===== src/rtl/rtc_bus_arbiter.sv =====
// -----------------------------------------------------------------------------
// rtc_bus_arbiter
// Round-robin arbiter and bus sequencer for the shared RTC parallel port.
// Four requesters (seconds, minutes, hours, periodic read-back) compete for
// the bus. One requester is granted at a time. Each transaction runs an
// address phase, a data phase and a turnaround, so requesters never overlap.
//
// Ports:
//   clk           system clock, rising edge active
//   reset         asynchronous active-low reset
//   enable        1 allows new grants; an in-flight transaction always completes
//   req[3:0]      per-requester level request, held until its own done
//   wr[3:0]       per-requester direction (1 write, 0 read)
//   addr0..3      per-requester RTC register address
//   wdata0..3     per-requester write byte
//   bus_din       byte read back from the RTC bus
//   gnt[3:0]      one-hot grant, high during ADDR and DATA
//   done[3:0]     one-hot, single-cycle completion pulse (first TURN cycle)
//   rdata         captured read byte, held until the next read
//   bus_cs        chip select, high in ADDR and DATA
//   a_d           0 = address phase, 1 = data phase
//   w_r           1 during the DATA phase of a write
//   bus_oe        1 when this block drives bus_dout
//   bus_dout      address in ADDR, wdata in write DATA, 0x00 otherwise
// -----------------------------------------------------------------------------
module rtc_bus_arbiter #(
  parameter int ADDR_CYC = 4,
  parameter int DATA_CYC = 4,
  parameter int TURN_CYC = 2
) (
  input  logic       clk,
  input  logic       reset,
  input  logic       enable,
  input  logic [3:0] req,
  input  logic [3:0] wr,
  input  logic [7:0] addr0,
  input  logic [7:0] addr1,
  input  logic [7:0] addr2,
  input  logic [7:0] addr3,
  input  logic [7:0] wdata0,
  input  logic [7:0] wdata1,
  input  logic [7:0] wdata2,
  input  logic [7:0] wdata3,
  input  logic [7:0] bus_din,
  output logic [3:0] gnt,
  output logic [3:0] done,
  output logic [7:0] rdata,
  output logic       bus_cs,
  output logic       a_d,
  output logic       w_r,
  output logic       bus_oe,
  output logic [7:0] bus_dout
);

  typedef enum logic [1:0] {
    IDLE = 2'd0,
    ADDR = 2'd1,
    DATA = 2'd2,
    TURN = 2'd3
  } state_t;

  // Phase counters are loaded with (length - 1) and count down to zero.
  localparam logic [3:0] ADDR_LOAD = 4'(ADDR_CYC - 1);
  localparam logic [3:0] DATA_LOAD = 4'(DATA_CYC - 1);
  localparam logic [3:0] TURN_LOAD = 4'(TURN_CYC - 1);

  state_t     state_r, state_s;
  logic [3:0] cnt_r, cnt_s;
  logic [1:0] ptr_r, ptr_s;
  logic [1:0] idx_r, idx_s;
  logic       wr_lat_r, wr_lat_s;
  logic [7:0] addr_lat_r, addr_lat_s;
  logic [7:0] wdata_lat_r, wdata_lat_s;
  logic [1:0] sel_s;

  logic [3:0] gnt_s, done_s;
  logic [7:0] rdata_s, bus_dout_s;
  logic       bus_cs_s, a_d_s, w_r_s, bus_oe_s;

  function automatic logic [3:0] one_hot(input logic [1:0] idx);
    one_hot = 4'b0001 << idx;
  endfunction

  // First set request at or above ptr, wrapping modulo 4.
  function automatic logic [1:0] rr_pick(input logic [3:0] req_v, input logic [1:0] ptr);
    logic       found;
    logic [1:0] cand;
    rr_pick = ptr;
    found   = 1'b0;
    for (int i = 0; i < 4; i++) begin
      cand = ptr + 2'(i);
      if (!found && req_v[cand]) begin
        rr_pick = cand;
        found   = 1'b1;
      end else begin
        rr_pick = rr_pick;
      end
    end
  endfunction

  function automatic logic [7:0] pick_byte(input logic [1:0] sel, input logic [7:0] b0,
                                           input logic [7:0] b1, input logic [7:0] b2,
                                           input logic [7:0] b3);
    case (sel)
      2'd0:    pick_byte = b0;
      2'd1:    pick_byte = b1;
      2'd2:    pick_byte = b2;
      2'd3:    pick_byte = b3;
      default: pick_byte = 8'h00;
    endcase
  endfunction

  // Next-state, operand latch and next-output computation.
  always_comb begin
    state_s     = state_r;
    cnt_s       = cnt_r;
    ptr_s       = ptr_r;
    idx_s       = idx_r;
    wr_lat_s    = wr_lat_r;
    addr_lat_s  = addr_lat_r;
    wdata_lat_s = wdata_lat_r;
    rdata_s     = rdata;
    sel_s       = rr_pick(req, ptr_r);

    case (state_r)
      IDLE: begin
        if (enable && (req != 4'b0000)) begin
          state_s     = ADDR;
          cnt_s       = ADDR_LOAD;
          idx_s       = sel_s;
          ptr_s       = sel_s + 2'd1;
          wr_lat_s    = wr[sel_s];
          addr_lat_s  = pick_byte(sel_s, addr0, addr1, addr2, addr3);
          wdata_lat_s = pick_byte(sel_s, wdata0, wdata1, wdata2, wdata3);
        end else begin
          state_s = IDLE;
          cnt_s   = 4'd0;
        end
      end
      ADDR: begin
        if (cnt_r == 4'd0) begin
          state_s = DATA;
          cnt_s   = DATA_LOAD;
        end else begin
          cnt_s = cnt_r - 4'd1;
        end
      end
      DATA: begin
        if (cnt_r == 4'd0) begin
          state_s = TURN;
          cnt_s   = TURN_LOAD;
          // Read byte is taken on the last DATA cycle only.
          if (!wr_lat_r) begin
            rdata_s = bus_din;
          end else begin
            rdata_s = rdata;
          end
        end else begin
          cnt_s = cnt_r - 4'd1;
        end
      end
      TURN: begin
        if (cnt_r == 4'd0) begin
          state_s = IDLE;
          cnt_s   = 4'd0;
        end else begin
          cnt_s = cnt_r - 4'd1;
        end
      end
      default: begin
        state_s = IDLE;
        cnt_s   = 4'd0;
      end
    endcase

    // Outputs are decoded from the next state so they register alongside it.
    gnt_s      = 4'b0000;
    done_s     = 4'b0000;
    bus_cs_s   = 1'b0;
    a_d_s      = 1'b0;
    w_r_s      = 1'b0;
    bus_oe_s   = 1'b0;
    bus_dout_s = 8'h00;
    case (state_s)
      ADDR: begin
        gnt_s      = one_hot(idx_s);
        bus_cs_s   = 1'b1;
        bus_oe_s   = 1'b1;
        bus_dout_s = addr_lat_s;
      end
      DATA: begin
        gnt_s    = one_hot(idx_s);
        bus_cs_s = 1'b1;
        a_d_s    = 1'b1;
        if (wr_lat_s) begin
          w_r_s      = 1'b1;
          bus_oe_s   = 1'b1;
          bus_dout_s = wdata_lat_s;
        end else begin
          w_r_s      = 1'b0;
          bus_oe_s   = 1'b0;
          bus_dout_s = 8'h00;
        end
      end
      TURN: begin
        // Pulse only on the DATA -> TURN transition.
        if (state_r == DATA) begin
          done_s = one_hot(idx_s);
        end else begin
          done_s = 4'b0000;
        end
      end
      IDLE: begin
        done_s = 4'b0000;
      end
      default: begin
        done_s = 4'b0000;
      end
    endcase
  end

  // State, operand latches and registered outputs.
  always_ff @(posedge clk or negedge reset) begin
    if (!reset) begin
      state_r     <= IDLE;
      cnt_r       <= 4'd0;
      ptr_r       <= 2'd0;
      idx_r       <= 2'd0;
      wr_lat_r    <= 1'b0;
      addr_lat_r  <= 8'h00;
      wdata_lat_r <= 8'h00;
      gnt         <= 4'b0000;
      done        <= 4'b0000;
      rdata       <= 8'h00;
      bus_cs      <= 1'b0;
      a_d         <= 1'b0;
      w_r         <= 1'b0;
      bus_oe      <= 1'b0;
      bus_dout    <= 8'h00;
    end else begin
      state_r     <= state_s;
      cnt_r       <= cnt_s;
      ptr_r       <= ptr_s;
      idx_r       <= idx_s;
      wr_lat_r    <= wr_lat_s;
      addr_lat_r  <= addr_lat_s;
      wdata_lat_r <= wdata_lat_s;
      gnt         <= gnt_s;
      done        <= done_s;
      rdata       <= rdata_s;
      bus_cs      <= bus_cs_s;
      a_d         <= a_d_s;
      w_r         <= w_r_s;
      bus_oe      <= bus_oe_s;
      bus_dout    <= bus_dout_s;
    end
  end

endmodule


===== config.mk =====
export PLATFORM = sky130hd
export DESIGN_NAME = rtc_bus_arbiter
export DESIGN_NICKNAME = d
export VERILOG_FILES = /design/src/rtl/rtc_bus_arbiter.sv
export SDC_FILE = /design/constraint.sdc
export NUM_CORES = 1
export LEC_CHECK = 0
export BUFFER_PORTS_ARGS = -buffer_cell sky130_fd_sc_hd__buf_4
export CORE_UTILIZATION = 35
export CTS_BUF_LIST = sky130_fd_sc_hd__clkbuf_16
export DETAILED_ROUTE_END_ITERATION = 8
export PLACE_DENSITY = 0.72
export RECOVER_POWER = 50
export SLEW_MARGIN = 20
export SYNTH_ARGS = -nofsm -noshare
export SYNTH_HDL_FRONTEND = slang
export SYNTH_SLANG_ARGS = --single-unit

===== constraint.sdc =====
create_clock -name clk -period 5.6 [get_ports clk]
set_clock_uncertainty 0.2 [all_clocks]
set_input_delay 1.68 -clock clk [delete_from_list [all_inputs] [get_ports clk]]
set_output_delay 1.68 -clock clk [all_outputs]
set_load 0.005 [all_outputs]

# Word level (Yosys, flattened, before mapping)
# Index checks and enable logic that the tools add are counted.
dict set report word_totals {
  reg_bits 55
  elab_cells 96
}
dict set report classes {
  addsub 5
  magnitude_cmp 5
  n_eq_ne 9
  shifts 1
  muxes 46
  n_bitwise 1
  n_reduce_logical 14
}
# op n
set op_table {}
lappend op_table {{$pmux 8 s4} 2}
lappend op_table {{$mux 8} 5}
lappend op_table {{$mux 4} 6}
lappend op_table {{$mux 2} 9}
lappend op_table {{$pmux 4 s4} 1}
lappend op_table {{$pmux 8 s2} 1}
lappend op_table {{$lt 2x3->1 const B} 5}
lappend op_table {{$mux 1} 15}
lappend op_table {{$eq 2x2->1 const B} 6}
lappend op_table {{$bmux 1 s2} 5}
lappend op_table {{$pmux 2 s4} 1}
lappend op_table {{$eq 2x1->1 const B} 3}
lappend op_table {{$add 2x1->2 const B} 2}
lappend op_table {{$add 2x2->2 const B} 2}
lappend op_table {{$logic_and 1x1->1} 4}
lappend op_table {{$logic_not 2->1} 2}
lappend op_table {{$logic_not 4->1} 1}
lappend op_table {{$reduce_bool 4->1} 1}
lappend op_table {{$shl 1x2->4 const A} 1}
lappend op_table {{$sub 4x1->4 const B} 1}
lappend op_table {{$logic_not 1->1} 3}
lappend op_table {{$reduce_and 3->1} 1}
lappend op_table {{$pmux 1 s2} 1}
lappend op_table {{$reduce_and 2->1} 1}
lappend op_table {{other kinds (2)} 2}

# Depth between registers and ports, before layout
dict set report depth {
  ltp_word 18
  mapped_depth 13
  depth_no_buf 11
}

# Least setup slack after synthesis
# OpenSTA, ideal clock, no wires.
dict set report synth_path {
  kind {input to register}
  from {input port req[1]}
  to {register bus_dout[0]}
  setup_ps 77
  arrival_time_ps 3670
  slack_ps 1653
  cell_stages 9
  path_buffers 2
  cell_sequence {or2_1 o311a_1 buf_2 buf_2 a211oi_1 ha_1 nor3b_1 a41oi_4 o21ai_1}
}
dict set report synth_between {
  elab_chain_len 18
  elab_cells_between_ends 42
  classes_between {eq/ne (5); mux (28); reduce/logical (9)}
}
# item line_no
set synth_lines {}
lappend synth_lines {{start: declaration} 34} ;# input logic [3:0] req,
lappend synth_lines {{$bmux 1 s2} 92} ;# if (!found && req_v[cand]) begin
lappend synth_lines {{$mux 1 (not written as such)} 92}
lappend synth_lines {{$mux 1} 92}
lappend synth_lines {{$logic_not 1->1} 92}
lappend synth_lines {{$logic_and 1x1->1} 92}
lappend synth_lines {{$mux 1} 92}
lappend synth_lines {{$logic_not 1->1} 92}
lappend synth_lines {{$logic_and 1x1->1} 92}
lappend synth_lines {{[3 not listed]} n/a}
lappend synth_lines {{$mux 2} 92}
lappend synth_lines {{$eq 2x2->1 (tied with other cells)} 104} ;# case (sel)
lappend synth_lines {{$pmux 8 s4 or $mux 1 (tied branches)} {104, 132}}
lappend synth_lines {{$mux 8 or $mux 1 (tied branches)} 127} ;# if (enable && (req != 4'b0000)) begin
lappend synth_lines {{$mux 8 or $mux 1 (tied branches)} 125} ;# case (state_r)
lappend synth_lines {{$mux 8} 195} ;# if (wr_lat_s) begin
lappend synth_lines {{$pmux 8 s2 (*)} 184} ;# case (state_s)
lappend synth_lines {{via bus_dout_s[0]} 77} ;# logic [7:0] rdata_s, bus_dout_s;
lappend synth_lines {{end signal: assignment} 255} ;# bus_dout <= bus_dout_s;
lappend synth_lines {{end: declaration} 52} ;# output logic [7:0] bus_dout
# Mark *: on every way through the listed nets, which the timed path passes. The rest lies on a longest branch. The select of a mux whose other input is x is not followed.
# A chain may end at the register's enable or synchronous reset.

==> impl_metrics.yaml <==
yosys:
  ys_warn_count: 0
  synth_compound_area_share_pct: 18.2
  async_flop_share_pct: 100
  synth_cell_types: 37
  synth_ff_type: "dfrtp_1"
  synth_top_family_by_area: "compound AO/OA/AOI/OAI gates"
  post_synth_fa_ha_maj_area_fraction_pct: 3.36
  ys_seq_area_share_pct: 52.8
  ys_ff_latch: 55
  synth_nets: 342
  synth_xor_area_share_pct: 0.672
  synth_mux_area_share_pct: 8.17
  yosys.area_share.simple_pct: 12.5
  synth_edf_count: 0
  syn-instance-count: 252
  avgSynthCellArea_um2: 10.3
  synth_area_um2: 2600
critical_path:
  cp.arrival_ns: 3.67
  path_buf_inv: 1
  worstReg2RegEnd: "bus_dout[7]"
  critPathKind: "in -> async"
  path_cells: "clkbuf_1"
  cp_top_family: "buffers and inverters"
  cp_data_required_time_ns: 5.19
  r2r_cells: 9
  path_max_fanout: 55
  crit-reg2reg-launch: "ptr_r[1]"
  start_kind: "primary input"
  crit_slowest_cell: "clkbuf_1"
  cpPeakStageDelay_ns: 1.96
  regToRegSetupSlack_ns: 2.62
  cp-end-kind: "async pin"
power_and_ir_drop:
  intPower_w: 0.00114
  power_density_nw_per_um2: 497
  p_seq_share_pct: 34.8
  p_sw_w: 0.000689
  power.leakage_nw: 1.82
  switching_share_pct: 37.7
  combPwrFrac_pct: 46.4
  irDropWorstVdd_uv: 223
  finalPower_w: 0.00183
  clkPwrFrac_pct: 18.8
timing:
  period_share_pct: 72.8
  rsz0062_at_grt: "no"
  setup-violations-final: 0
  worst_slew_pin_slew_ns: 2.82
  layout_min_cycle_time_ns: 4.08
  tns_ns: 0
  max-slew-margin-rel_pct: -87.9
  slew_viol_final: 56
  fmax_mhz: 245
  finalHoldViolations: 0
placed_design:
  place.gp.congestion: 0.833
  hpwl_um: 5270
  numPortBuffers: 110
floorplan:
  std_cell_rows: 31
  die_w_um: 88.3
  start_util_pct: 36.1
  design.core.area_um2: 7210
  dieHeight_um: 88.3
  io_pins: 111
  die_area_um2: 7790
clock_tree:
  cts.sinks: 55
  ctsRootBufferMaster: "clkbuf_16"
  cts_setup_buffers: 0
  clk_pin_slew_ns: 0.07
  clockBufferDepth: 2
  cts_resized: 0
  clk_latency_ns: 0.29
  htreeDepth: 2
  cts-buffers-inserted: 5
  hold_buffers: 0
  tritoncts: "done"
run_status:
  run_status: "finished, violations left"
  violations: "capacitance limit, slew limit"
final_layout:
  drive_gt1_share_pct: 36.1
  area_delta_synth_final_pct: 41.2
  nFillCells: 689
  final_common_cell: "buf_4"
  nNetsFinal: 449
  mostFrequentLayoutCells: "108 x buf_4, 55 x dfrtp_1, 36 x nand2_1, 22 x nor2_1, 18 x o21ai_0"
  diodes: 0
hold_path:
  hold_path_end: "wdata_lat_r[2]"
  holdCritStartpoint: "wdata_lat_r[2]"
  hold_depth: 2
  hp-class: "reg -> reg"
route:
  drt_first_iter_violations: 237
  route.detailed.drc: 0
  vias_per_cell: 5.06
  wl_per_cell_um: 15.0
  drtAntennaViolNets: 0
  finalWirelength_um: 6900
  drt_pre_antenna_iters: 8
  vias: 2321
global_routing:
  track_usage_pct: 17.6
  gr-total-overflow: 0
  grt_pass1_wl_um: 10400
  grt_max_degree: 56
  grt_pass1_vias: 2114
  antenna_found_initial: 0
job:
  max_cap_viol_count: 1
-- worst max path at each step --
stage	from	endpoint	slack, ns	cells after the start
after detailed placement	req[1]	bus_dout[5]	1.28	9
after global placement	req[1]	bus_dout[5]	1.28	9
final	reset	wdata_lat_r[3]	1.52	1
after floorplan	req[1]	bus_dout[0]	1.65	9
after global routing	reset	addr_lat_r[1]	0.87	1
after CTS	req[1]	bus_dout[5]	1.56	9
-- power groups by stage --
| stage | logic [W] | registers (W) | clock network [W] |
|---|---|---|---|
| CTS | 0.000857 | 0.000638 | 0.000349 |
| global route | 0.000939 | 0.000657 | 0.000366 |
| finish | 0.000849 | 0.000637 | 0.000344 |
| floorplan | 0.000539 | 0.000634 | 0 |
| detailed placement | 0.000852 | 0.000643 | 0 |
| global placement | 0.000835 | 0.000639 | 0 |
-- routing by layer --
layer / vias up / GRT usage, % / routed length [µm]
li1: 1111 / - / -
met1: 1151 / 25.4 / 3120
met2: 52 / 27.3 / 3470
met3: 7 / 3.08 / 231
met4: 0 / 5.28 / 83
met5: - / 0 / 0
-- worst reg2reg max path, delay by kind of cell (launching register included) --
family          cells  cell delay [ns]
compound gates      5             1.13
simple gates        2             0.20
flops               1             0.44
fa+ha+maj           1             0.81
buf+inv             1             0.12
-- cell usage after synthesis (all sizes together), types with 3 or more instances --
master,instances,share of area [%]
dfrtp,55,53
clkbuf,7,1.0
nor2,22,3.2
mux2i,10,3.8
o21ai,26,5.0
buf,5,0.91
mux2,8,3.5
nand2,36,5.2
nor3,4,0.96
inv,16,2.3
a21oi,13,2.5
a222oi,16,6.1
ha,7,3.4
nor2b,3,0.72
-- stage by stage --
| step | std cells | area [µm²] | setup slack [ns] | util (%) | hold WS, ns |
|---|---|---|---|---|---|
| after floorplan | 252 | 2610 | 1.65 | - | 0.247 |
| after global placement | 451 | 3530 | 1.28 | 48.9 | 0.261 |
| after detailed placement | 451 | 3530 | 1.28 | 48.9 | 0.268 |
| after CTS | 459 | 3690 | 1.56 | 51.2 | 0.284 |
| after global routing | 459 | 3680 | 0.865 | 51.0 | 0.313 |
| final | 459 | 3680 | 1.52 | 51.0 | 0.278 |
-- cells by family (layout without fill, tap and decap cells) --
group	after synthesis	after routing
AND/OR/NAND/NOR	74	74
AO/OA/AOI/OAI	67	67
flip-flops	55	55
buffers and inverters	28	136
multiplexers	19	19
adder cells (fa/ha/maj)	7	7
XOR/XNOR	2	2
-- flip-flops by register name (all words and copies together) (netlist names) --
signal	flops
wr_lat_r	1
idx_r	2
cnt_r	4
addr_lat_r	8
gnt	4
wdata_lat_r	8
bus_cs	1
done	4
bus_oe	1
a_d	1
rdata	8
w_r	1
ptr_r	2
state_r	2
bus_dout	8
-- area by class of cell --
cell class                 instances  area [µm²]  share of cell area, %
timing repair buffer             112         833                   22.7
inverter                          16        60.1                   1.63
clock buffer                       5         125                   3.40
multi-input combinational        169        1120                   30.5
tap                               99         124                   3.37
sequential                        55        1380                   37.4
clock inverter                     3        38.8                   1.05
Power figures use the tool's default switching activity.
